[config.mk]
export PLATFORM = sky130hd
export DESIGN_NAME = melody_scheduler
export DESIGN_NICKNAME = d
export VERILOG_FILES = /design/src/rtl/melody_scheduler.sv
export SDC_FILE = /design/constraint.sdc
export NUM_CORES = 1
export LEC_CHECK = 0
export CORE_ASPECT_RATIO = 0.9
export CORE_MARGIN = 4
export CORE_UTILIZATION = 41
export CTS_CLUSTER_SIZE = 16
export DETAILED_ROUTE_END_ITERATION = 10
export PLACE_DENSITY_LB_ADDON = 0.25
export SYNTH_ARGS = -nofsm -noshare
export SYNTH_HDL_FRONTEND = slang
export SYNTH_SLANG_ARGS = --single-unit
export TNS_END_PERCENT = 30
[constraint.sdc]
create_clock -name CLOCK_50 -period 6.2 [get_ports CLOCK_50]
set_clock_uncertainty 0.05 [all_clocks]
set_input_delay 0.62 -clock CLOCK_50 [delete_from_list [all_inputs] [get_ports CLOCK_50]]
set_output_delay 0.62 -clock CLOCK_50 [all_outputs]
set_load 0.02 [all_outputs]
[src/rtl/melody_scheduler.sv]
// Melody scheduler: steps one square-wave tone through a per-song note table and
// hands one signed sample to the codec per transfer. Build option: MELODY_SCHEDULER_LOOP_EN repeats the song.
module melody_scheduler #(
    parameter int unsigned BEAT_CYCLES = 50000000,
    parameter int unsigned GAP_CYCLES  = 2500000,
    parameter int          AMPLITUDE   = 10000000,
    parameter int unsigned HALF_SHIFT  = 0,
    parameter int unsigned SONG_LEN    = 16
) (
    input  logic        CLOCK_50,
    input  logic        Reset,
    input  logic        start,
    input  logic        stop,
    input  logic        song_sel,
    input  logic        sample_ready,
    output logic        sample_valid,
    output logic [31:0] sample,
    output logic        busy,
    output logic [2:0]  note_code,
    output logic [3:0]  note_index,
    output logic        done
);

    typedef enum logic [2:0] {
        S_IDLE,
        S_FETCH,
        S_PLAY,
        S_GAP,
        S_END
    } state_e;

    state_e             state_q, state_d;
    logic               song_q, song_d;
    logic [3:0]         index_q, index_d;
    logic [2:0]         note_q, note_d;
    logic [39:0]        cnt_q, cnt_d;
    logic [17:0]        tone_q, tone_d;
    logic               pol_q, pol_d;
    logic               valid_q;
    logic signed [31:0] sample_q;
    logic signed [31:0] level;
    logic [5:0]         entry;
    logic [17:0]        half;

    // Table entry = {note, beats}; a zero beat count terminates the song.
    function automatic logic [5:0] rom(input logic song, input logic [3:0] idx);
        logic [5:0] e;
        e = 6'd0;
        if (!song) begin
            case (idx)
                4'd0:    e = {3'd1, 3'd2};
                4'd1:    e = {3'd5, 3'd2};
                4'd2:    e = {3'd6, 3'd2};
                4'd3:    e = {3'd5, 3'd1};
                4'd4:    e = {3'd4, 3'd2};
                4'd5:    e = {3'd3, 3'd2};
                4'd6:    e = {3'd2, 3'd2};
                4'd7:    e = {3'd1, 3'd2};
                default: e = 6'd0;
            endcase
        end else begin
            case (idx)
                4'd0:    e = {3'd3, 3'd1};
                4'd1:    e = {3'd2, 3'd1};
                4'd2:    e = {3'd1, 3'd1};
                4'd3:    e = {3'd5, 3'd1};
                4'd4:    e = {3'd4, 3'd1};
                4'd5:    e = {3'd3, 3'd1};
                4'd6:    e = {3'd2, 3'd3};
                4'd7:    e = {3'd1, 3'd4};
                default: e = 6'd0;
            endcase
        end
        return e;
    endfunction

    function automatic logic [17:0] half_of(input logic [2:0] n);
        logic [17:0] h;
        case (n)
            3'd1:    h = 18'd191113;
            3'd2:    h = 18'd170262;
            3'd3:    h = 18'd151686;
            3'd4:    h = 18'd143173;
            3'd5:    h = 18'd127553;
            3'd6:    h = 18'd113636;
            3'd7:    h = 18'd101238;
            default: h = 18'd0;
        endcase
        return h >> HALF_SHIFT;
    endfunction

    // NOTE: every signal driven here gets a default first, so no path can infer a latch.
    always_comb begin
        state_d = state_q;
        song_d  = song_q;
        index_d = index_q;
        note_d  = note_q;
        cnt_d   = cnt_q;
        tone_d  = tone_q;
        pol_d   = pol_q;
        entry   = rom(song_q, index_q);
        half    = half_of(note_q);

        case (state_q)
            S_IDLE: begin
                if (start) begin
                    state_d = S_FETCH;
                    song_d  = song_sel;
                    index_d = '0;
                end
            end
            S_FETCH: begin
                note_d  = entry[5:3];
                tone_d  = '0;
                pol_d   = 1'b1;
                cnt_d   = 40'(entry[2:0]) * 40'(BEAT_CYCLES) - 40'd1;
                state_d = (entry[2:0] == 3'd0) ? S_END : S_PLAY;
            end
            S_PLAY: begin
                // Polarity holds for half+1 cycles before flipping.
                if (tone_q == half) begin
                    tone_d = '0;
                    pol_d  = ~pol_q;
                end else begin
                    tone_d = tone_q + 18'd1;
                end
                if (cnt_q == 40'd0) begin
                    state_d = S_GAP;
                    cnt_d   = 40'(GAP_CYCLES) - 40'd1;
                end else begin
                    cnt_d = cnt_q - 40'd1;
                end
            end
            S_GAP: begin
                if (cnt_q == 40'd0) begin
                    if (index_q == 4'(SONG_LEN - 1)) begin
                        state_d = S_END;
                    end else begin
                        index_d = index_q + 4'd1;
                        state_d = S_FETCH;
                    end
                end else begin
                    cnt_d = cnt_q - 40'd1;
                end
            end
            S_END: begin
                index_d = '0;
                note_d  = '0;
`ifdef MELODY_SCHEDULER_LOOP_EN
                state_d = S_FETCH;
`else
                state_d = S_IDLE;
`endif
            end
            default: state_d = S_IDLE;
        endcase

        // Stop overrides everything, including a simultaneous start.
        if (stop) begin
            state_d = S_IDLE;
            index_d = '0;
            note_d  = '0;
        end
    end

    always_comb begin
        level = '0;
        if (state_q == S_PLAY && note_q != 3'd0) begin
            level = pol_q ? AMPLITUDE : -AMPLITUDE;
        end
    end

    // NOTE: state registers use non-blocking assignments so every flop samples pre-edge values.
    always_ff @(posedge CLOCK_50 or negedge Reset) begin
        if (!Reset) begin
            state_q  <= S_IDLE;
            song_q   <= 1'b0;
            index_q  <= '0;
            note_q   <= '0;
            cnt_q    <= '0;
            tone_q   <= '0;
            pol_q    <= 1'b1;
            valid_q  <= 1'b0;
            sample_q <= '0;
        end else begin
            state_q <= state_d;
            song_q  <= song_d;
            index_q <= index_d;
            note_q  <= note_d;
            cnt_q   <= cnt_d;
            tone_q  <= tone_d;
            pol_q   <= pol_d;
            valid_q <= 1'b1;
            // The sample only moves after the codec has taken the previous one.
            if (valid_q && sample_ready) begin
                sample_q <= level;
            end
        end
    end

    assign sample_valid = valid_q;
    assign sample       = sample_q;
    assign busy         = (state_q != S_IDLE);
    assign note_code    = note_q;
    assign note_index   = index_q;
    assign done         = (state_q == S_END);

endmodule

# Word level (Yosys, flattened, before mapping)
# Memories as Yosys holds them, arrays and structs flattened.
# Cells that the tools add are included.
[classes]
muxes = 27
n_reduce_logical = 16
add_sub_neg = 4
n_lt_le_gt_ge = 0
bitwise = 1
eq_ne = 19
n_mul = 1
div_mod_pow = 0
shifts = 0
[ops]
columns = ["cell", "count"]
rows = [
  ["case mux 18 bit (7 select lines)", 1],
  ["case mux 40 bit (3 select lines)", 1],
  ["2-to-1 mux 40 bit", 2],
  ["2-to-1 mux 32 bit", 2],
  ["zero test 40 bit", 1],
  ["subtractor 40 x 1 -> 40 bit (second input constant)", 1],
  ["case mux 18 bit (2 select lines)", 1],
  ["subtractor 29 x 1 -> 30 bit (second input constant)", 1],
  ["multiplier 3 x 19 -> 22 bit (second input constant)", 1],
  ["2-to-1 mux 3 bit", 7],
  ["adder 18 x 1 -> 18 bit (second input constant)", 1],
  ["equality test 18 bit", 1],
  ["2-to-1 mux 18 bit", 1],
  ["2-to-1 mux 6 bit", 3],
  ["2-to-1 mux 4 bit", 4],
  ["equality test 3 bit (second input constant)", 5],
  ["equality test 3 x 2 -> 1 bit (second input constant)", 4],
  ["inequality test 3 bit (second input constant)", 4],
  ["case mux 3 bit (4 select lines)", 1],
  ["case mux 4 bit (3 select lines)", 1],
  ["nonzero test 3 bit", 4],
  ["equality test 3 x 1 -> 1 bit (second input constant)", 2],
  ["zero test 3 bit", 2],
  ["case mux 3 bit (2 select lines)", 1],
  ["12 further kinds", 16],
]
[word_totals]
ram_bits = 0
input_bits = 6
out_inout_bits = 42
latchBits = 0
romBits = 88
register_bits = 103
mem_count = 2
[memory_table]
columns = ["memory", "depth", "word_bits", "read_ports", "rd_clocked_by_memory_dff", "wr", "line_no", "text"]
rows = [
  ["(no name shown)", 8, 6, 1, 0, 0, "62", "case (idx)"],
  ["(no name shown)", 8, 5, 1, 0, 0, "50", "case (idx)"],
]

# Depth between registers and ports, before layout
# Gate-level depths: netlist of the first run.
# An unclocked memory read counts as a cell.
[depth]
ltp_word = 7
ltp_mapped = 17

# Worst setup path before layout of the first run
# No wires, ideal clock.
[synth_timing]
path_kind = "flip-flop to flip-flop"
startpoint = "reg index_q[0], in the netlist note_index[0]"
endpoint = "reg cnt_q[31]"
period_less_slack_ps = 4804
stages_incl_launch_ff = 15
slack_ps = 1396
setup_time_ps = 89
required_time_ps = 6061
t_arrival_ps = 4665
path_cell_list = "dfrtp_1 -> ha_1 -> ha_1 -> nand2b_1 -> a21oi_1 -> fa_1 -> ha_1 -> fa_1 -> nand4_1 -> o31ai_1 -> o311ai_0 -> nor4b_1 -> nand4_1 -> clkbuf_1 -> o211ai_1"
[synth_via]
elab_chain_len = 6
word_cells_on_any_way = 8
[synth_lines]
columns = ["element", "line_no", "text"]
rows = [
  ["start, declared", "34", "logic [3:0] index_q, index_d;"],
  ["start signal, assigned", "188", "index_q <= index_d;"],
  ["memory (8 x 5 bit) / memory (8 x 6 bit) (equally long branches)", "-", ""],
  ["2-to-1 mux 6 bit, on equally long branches", "50, 62", ""],
  ["2-to-1 mux 6 bit *", "49", "if (!song) begin"],
  ["multiplier 3 x 19 -> 22 bit *", "116", "cnt_d = 40'(entry[2:0]) * 40'(BEAT_CYCLES) - 40'd1;"],
  ["subtractor 29 x 1 -> 30 bit *", "116", ""],
  ["case mux 40 bit (3 select lines) *", "104", "case (state_q)"],
  ["end signal, assigned", "190", "cnt_q <= cnt_d;"],
  ["end, declared", "36", "logic [39:0] cnt_q, cnt_d;"],
]
# Mark *: on every way between the ends. The rest lies on a longest branch, timed or not.
# A chain may end at the register's enable or synchronous reset.

# Worst setup path after layout of the first run
[layout_timing]
startpoint = "reg index_q[1], in the netlist note_index[1]"
endpoint = "reg cnt_q[38]"
# The elaborated chain is that of the path after synthesis.

==> qor.yml, run 1 <==
run_status:
  status: "finished clean"
global_routing:
  grtUsageMet1_pct: 28.4
  grt-ovfl-total: 0
  first_global_vias: 5337
  grt_use_met3_pct: 4.20
  top_usage_layer: "met2"
  grt_pass1_wl_um: 27900
  grt_antenna_before_repair: 0
  grt_usage_pct: 19.9
  grt_max_degree: 75
  use_met2_pct: 30.4
finish:
  fillers: 1433
  fin_area_um2: 6800
  drive_above_1_share_pct: 6.67
  fin_nets: 795
  diodes: 0
  multi_input_area_um2: 3880
  layout.area.seq_um2: 1850
  syn_to_final_growth_pct: 9.33
logic_synthesis:
  synth.largest_area_cell: "dfrtp_1"
  syn_area_um2: 6220
  synth_compound_area_share_pct: 23.9
  synthTopCellsByCount: "73 x dfrtp_1, 73 x nand2_1, 67 x nor2_1, 46 x a21oi_1, 46 x o21ai_0"
  synth_top_area_share_pct: 29.4
  synth_area_leaders: "dfrtp_1 29%, ha_1 5.2%, nand2_1 4.4%"
  synth_ff_type: "dfrtp_1"
  yosysWarnings: 0
  synth_fa_ha_area_share_pct: 6.36
  syn_inst: 772
  syn_avg_cell_area_um2: 8.06
  muxShareOfSynthArea_pct: 0.825
  ys_seq_area_share_pct: 29.8
  synth-edff-count: 0
  yosys.area_share.xor_xnor_pct: 2.82
  async_reset_ff_share_pct: 100
  synth_top_family_by_area: "simple AND/OR/NAND/NOR gates"
  synth.distinct_cells: 78
  ys_ff_latch: 74
  yosys.area_share.simple_pct: 28.0
clock_network:
  cts.path.max_buffers: 2
  post-cts-setup-buffers: 0
  cts_tree: "yes"
  clk_pin_slew_worst_paths_ns: 0.06
  clock-sinks: 74
  clk_latency_ns: 0.35
  holdBufCountCts: 0
  cts-htree-levels: 3
  cts_resized: 0
  cts-root-buf: "clkbuf_16"
  cts_inserted_buffers: 9
pwr:
  power.total_w: 0.00214
  power_density_nw_per_um2: 315
  p_switching_w: 0.000908
  seq_power_share_pct: 32.6
  netSwitchingFraction_pct: 42.4
  clkPwrFrac_pct: 23.9
  peakVddDrop_mv: 0.162
  p_leak_nw: 2.71
  pwr-share-comb_pct: 43.4
  p_int_w: 0.00123
sta:
  max_freq_mhz: 196
  grt_setup_unrepaired: "false"
  period_needed_ns: 5.10
  setup_viol: 0
  drv_slew: 0
  hold_viol: 0
  slew_headroom_pct: 27.4
  finalCritPeriodShare_pct: 82.3
  tns_ns: 0
  tightestPinTransition_ns: 1.09
floorplan:
  row_count: 42
  core-area_um2: 14800
  die_h_um: 125
  die_w_um: 138
  die_area_um2: 17200
  initial_utilization_pct: 42.1
  ios: 48
setup_path:
  path_max_fanout: 11
  cp_num_buf_inv: 1
  crit_path_top_delay_cell: "o311ai_0"
  critPathMostFrequentCell: "ha_1"
  worst_path_dominant_cell_family: "adder cells"
  max_stage_delay_ns: 0.60
  crit_chain: "ha_1, ha_1, o21ai_0, nor2b_1, fa_1, ha_1, fa_1, nand4_1, o31ai_1, o311ai_0, nor4b_1, buf_4, nand4_1, o311ai_0"
  cp.arrival_ns: 5.29
  start_kind: "flop"
  crit_type: "reg -> reg"
  endpoint_kind: "flop"
  critPathRequiredTime_ns: 6.39
detailed_routing:
  via_count: 5879
  drt_iter0_drc: 467
  drt-vias-per-instance: 6.10
  ant_nets: 0
  wire_per_inst_um: 17.5
  drt_pass1_iterations: 5
  drcViolationCount: 0
  wirelength_um: 16900
worst_hold_path:
  hp-class: "in -> async"
placement:
  io_buffers: 40
  gp_congestion: 0.875
  hpwl_um: 12000
  placed_area_um2: 6510
run:
  maxCapViolCount: 0
## cell type report
class                   count  share of cell area (%)
clock buffers              11                    3.72
inverters                  24                    1.32
multi-input cells         605                    57.0
well taps                 198                    3.64
repair buffers             46                    6.51
clock inverters             5                   0.552
flip-flops and latches     74                    27.2
## stage by stage
| stage | hold slack, ns | cells | util, % | worst slack, ns |
|---|---|---|---|---|
| after global placement | 0.419 | 947 | 44.1 | 1.28 |
| after global routing | 0.468 | 963 | 46.1 | 0.714 |
| after floorplan | 0.274 | 778 | - | 1.40 |
| final | 0.390 | 963 | 46.1 | 1.10 |
| after detailed placement | 0.441 | 947 | 44.1 | 1.13 |
| after CTS | 0.441 | 963 | 46.1 | 1.08 |
## registers in the layout, summed over array words and instances (netlist names)
signal        count
note_code         3
pol_q             1
sample            3
sample_valid      1
state_q           3
note_index        4
cnt_q            40
tone_q           18
song_q            1
## layout by cell type (no fill, tap or decap), types with 17 or more instances in the layout
| cell type | synthesis | final |
|---|---|---|
| nor4_1 | 17 | 17 |
| inv_1 | 24 | 24 |
| ha_1 | 26 | 26 |
| dfrtp_1 | 73 | 73 |
| nand3_1 | 31 | 31 |
| nor2_1 | 67 | 67 |
| clkdlybuf4s50_1 | 0 | 39 |
| nand2_1 | 73 | 73 |
| o21ai_0 | 46 | 46 |
| nor3_1 | 18 | 18 |
| a21oi_1 | 46 | 46 |
## metal layers
metal,wire [um],part of all wire [%]
met1,7880,47
met2,7770,46
met5,0,0
met3,964,5.7
met4,254,1.5
## power by group through the flow
stage          sequential (W)  combinational [W]  clock [W]
2_1_floorplan        0.000656           0.000725          0
3_3_place_gp         0.000697           0.000911          0
3_5_place_dp         0.000702           0.000922          0
4_1_cts              0.000693           0.000925   0.000527
5_1_grt              0.000716            0.00103   0.000548
6_report             0.000699           0.000930   0.000513
## final timing paths
check                      slack (ns)               endpoint  cells after the start                 startpoint
min in group CLOCK_50            0.44  cnt_q[34]$_DFFE_PN0P_                      1      cnt_q[34]$_DFFE_PN0P_
hold / removal                   0.39  cnt_q[38]$_DFFE_PN0P_                      1                      Reset
hold reg to reg                  0.44  cnt_q[34]$_DFFE_PN0P_                      1      cnt_q[34]$_DFFE_PN0P_
setup reg to reg                 1.10  cnt_q[38]$_DFFE_PN0P_                     14  note_index[1]$_DFFE_PN0P_
setup / recovery                 1.10  cnt_q[38]$_DFFE_PN0P_                     14  note_index[1]$_DFFE_PN0P_
max in group asynchronous        5.07  cnt_q[18]$_DFFE_PN0P_                      1                      Reset
## cells by family (layout without fill, tap and decap cells)
| kind of cell | after synthesis | count (layout) |
|---|---|---|
| muxes | 5 | 5 |
| adders and majority gates | 30 | 30 |
| AOI/OAI and AO/OA | 220 | 220 |
| other | 2 | 8 |
| xor gates and xnor gates | 20 | 20 |
| buffers and inverters | 99 | 86 |
| DFF | 74 | 74 |
| and+or+nand+nor | 322 | 322 |
No activity file was read; power rests on OpenSTA's default activity.
==> inputs of run 2 (changes only) <==
clock period = 4.6 ns   (was 6.2 ns; I/O delays follow)
==> qor.yml, run 2 (same netlist as run 1, synthesis figures left out) <==
run_status:
  status: "finished clean"
sta:
  tightestPinTransition_ns: 0.988
  grt_setup_unrepaired: "false"
  hold_viol: 0
  setup_viol: 0
  finalCritPeriodShare_pct: 93.6
  drv_slew: 0
  slew_headroom_pct: 34.1
  period_needed_ns: 4.30
  max_freq_mhz: 232
  tns_ns: 0
finish:
  layout_common_cells: "73 x nand2_1, 73 x dfrtp_1, 67 x nor2_1"
  multi_input_area_um2: 3910
  drive_above_1_share_pct: 9.13
  fin_nets: 808
  syn_to_final_growth_pct: 11.2
  diodes: 0
  largest_reg_flops: 40
  fin_area_um2: 6920
  fillers: 1411
  largest-register: "cnt_q"
  layout.area.seq_um2: 1850
detailed_routing:
  wirelength_um: 17200
  drt_pass1_iterations: 5
  ant_nets: 0
  drt_iter0_drc: 652
  drt-vias-per-instance: 6.19
  drcViolationCount: 0
  via_count: 6044
  wire_per_inst_um: 17.6
clock_network:
  clock-sinks: 74
  cts-root-buf: "clkbuf_16"
  cts_inserted_buffers: 9
  cts-htree-levels: 3
  holdBufCountCts: 0
  clk_latency_ns: 0.35
  cts.path.max_buffers: 2
  clk_pin_slew_worst_paths_ns: 0.06
  cts_tree: "yes"
global_routing:
  grt_antenna_before_repair: 0
  grt-ovfl-total: 0
  first_global_vias: 5516
  grt_usage_pct: 19.8
  grt_max_degree: 75
  grt_pass1_wl_um: 28000
setup_path:
  path_max_fanout: 6
  start_kind: "flop"
  cp.arrival_ns: 4.46
  crit_type: "reg -> reg"
  endpoint_kind: "flop"
  critPathRequiredTime_ns: 4.76
pwr:
  power_density_nw_per_um2: 423
  p_leak_nw: 2.77
  peakVddDrop_mv: 0.311
  power.total_w: 0.00292
placement:
  hpwl_um: 12200
  io_buffers: 40
  placed_area_um2: 6620
  gp_congestion: 0.894
run:
  maxCapViolCount: 0
floorplan:
  die_h_um: 125
  die_area_um2: 17200
  die_w_um: 138
  initial_utilization_pct: 42.1
  ios: 48
  core-area_um2: 14800
  row_count: 42
worst_hold_path:
  hp-class: "in -> async"
## run 2: final timing paths
check | endpoint | from | depth (start not counted) | slack (ns)
setup / recovery | cnt_q[24]$_DFFE_PN0P_ | note_index[0]$_DFFE_PN0P_ | 14 | 0.30
hold / removal | cnt_q[17]$_DFFE_PN0P_ | Reset | 1 | 0.21
setup reg to reg | cnt_q[24]$_DFFE_PN0P_ | note_index[0]$_DFFE_PN0P_ | 14 | 0.30
hold reg to reg | sample[7]$_DFFE_PN0P_ | sample[7]$_DFFE_PN0P_ | 1 | 0.45
max in group asynchronous | tone_q[1]$_DFFE_PN0P_ | Reset | 1 | 3.64
min in group CLOCK_50 | sample[7]$_DFFE_PN0P_ | sample[7]$_DFFE_PN0P_ | 1 | 0.45
## run 2: area by class of cell
class | instances | area share, %
multi-input cells | 605 | 56.6
flip-flops and latches | 74 | 26.8
repair buffers | 59 | 7.82
well taps | 198 | 3.58
clock buffers | 10 | 3.31
inverters | 24 | 1.30
clock inverters | 6 | 0.615
## run 2: where the power goes
group          leakage [nW]  internal (W)  switching (W)  total, W
Sequential            0.947      0.000773       0.000167  0.000940
Clock                 0.129      0.000366       0.000299  0.000665
Combinational          1.69      0.000521       0.000798   0.00132
Total                  2.77       0.00166        0.00126   0.00292
## run 2: routing by layer
layer  track usage (%)  vias up  part of all wire (%)
li1                  -     2826                     -
met1              28.9     2943                    46
met2              29.6      247                    45
met3              3.68       28                   7.8
met4              5.81        0                   1.5
met5                 0        -                     0
## run 2: worst max-delay path, stage by stage (launching register included)
cell	delay, ns
dfrtp_1	0.45
ha_2	0.26
ha_1	0.18
o21ai_0	0.14
nor2b_2	0.22
fa_2	0.51
ha_1	0.25
fa_2	0.39
nand2b_1	0.12
a31oi_1	0.11
xor2_1	0.18
or4b_2	0.76
nor4_4	0.20
xor2_1	0.19
o221ai_1	0.14
## run 2: timing repair
| action | 4_1_cts | 5_1_grt |
|---|---|---|
| setup endpoints to repair | 0 | 4 |
| setup buffers | 0 | 0 |
| gates resized for setup | 0 | 6 |
| hold endpoints to repair | 0 | 0 |
## run 2: through the flow
stage	std cells	setup WS, ns	hold WS (ns)	util, %
6_report	976	0.296	0.215	46.8
5_1_grt	976	0.0662	0.300	46.8
4_1_cts	976	0.0176	0.264	46.7
3_5_place_dp	960	0.0465	0.445	44.8
3_3_place_gp	960	0.200	0.416	44.8
2_1_floorplan	778	0.0820	0.114	-
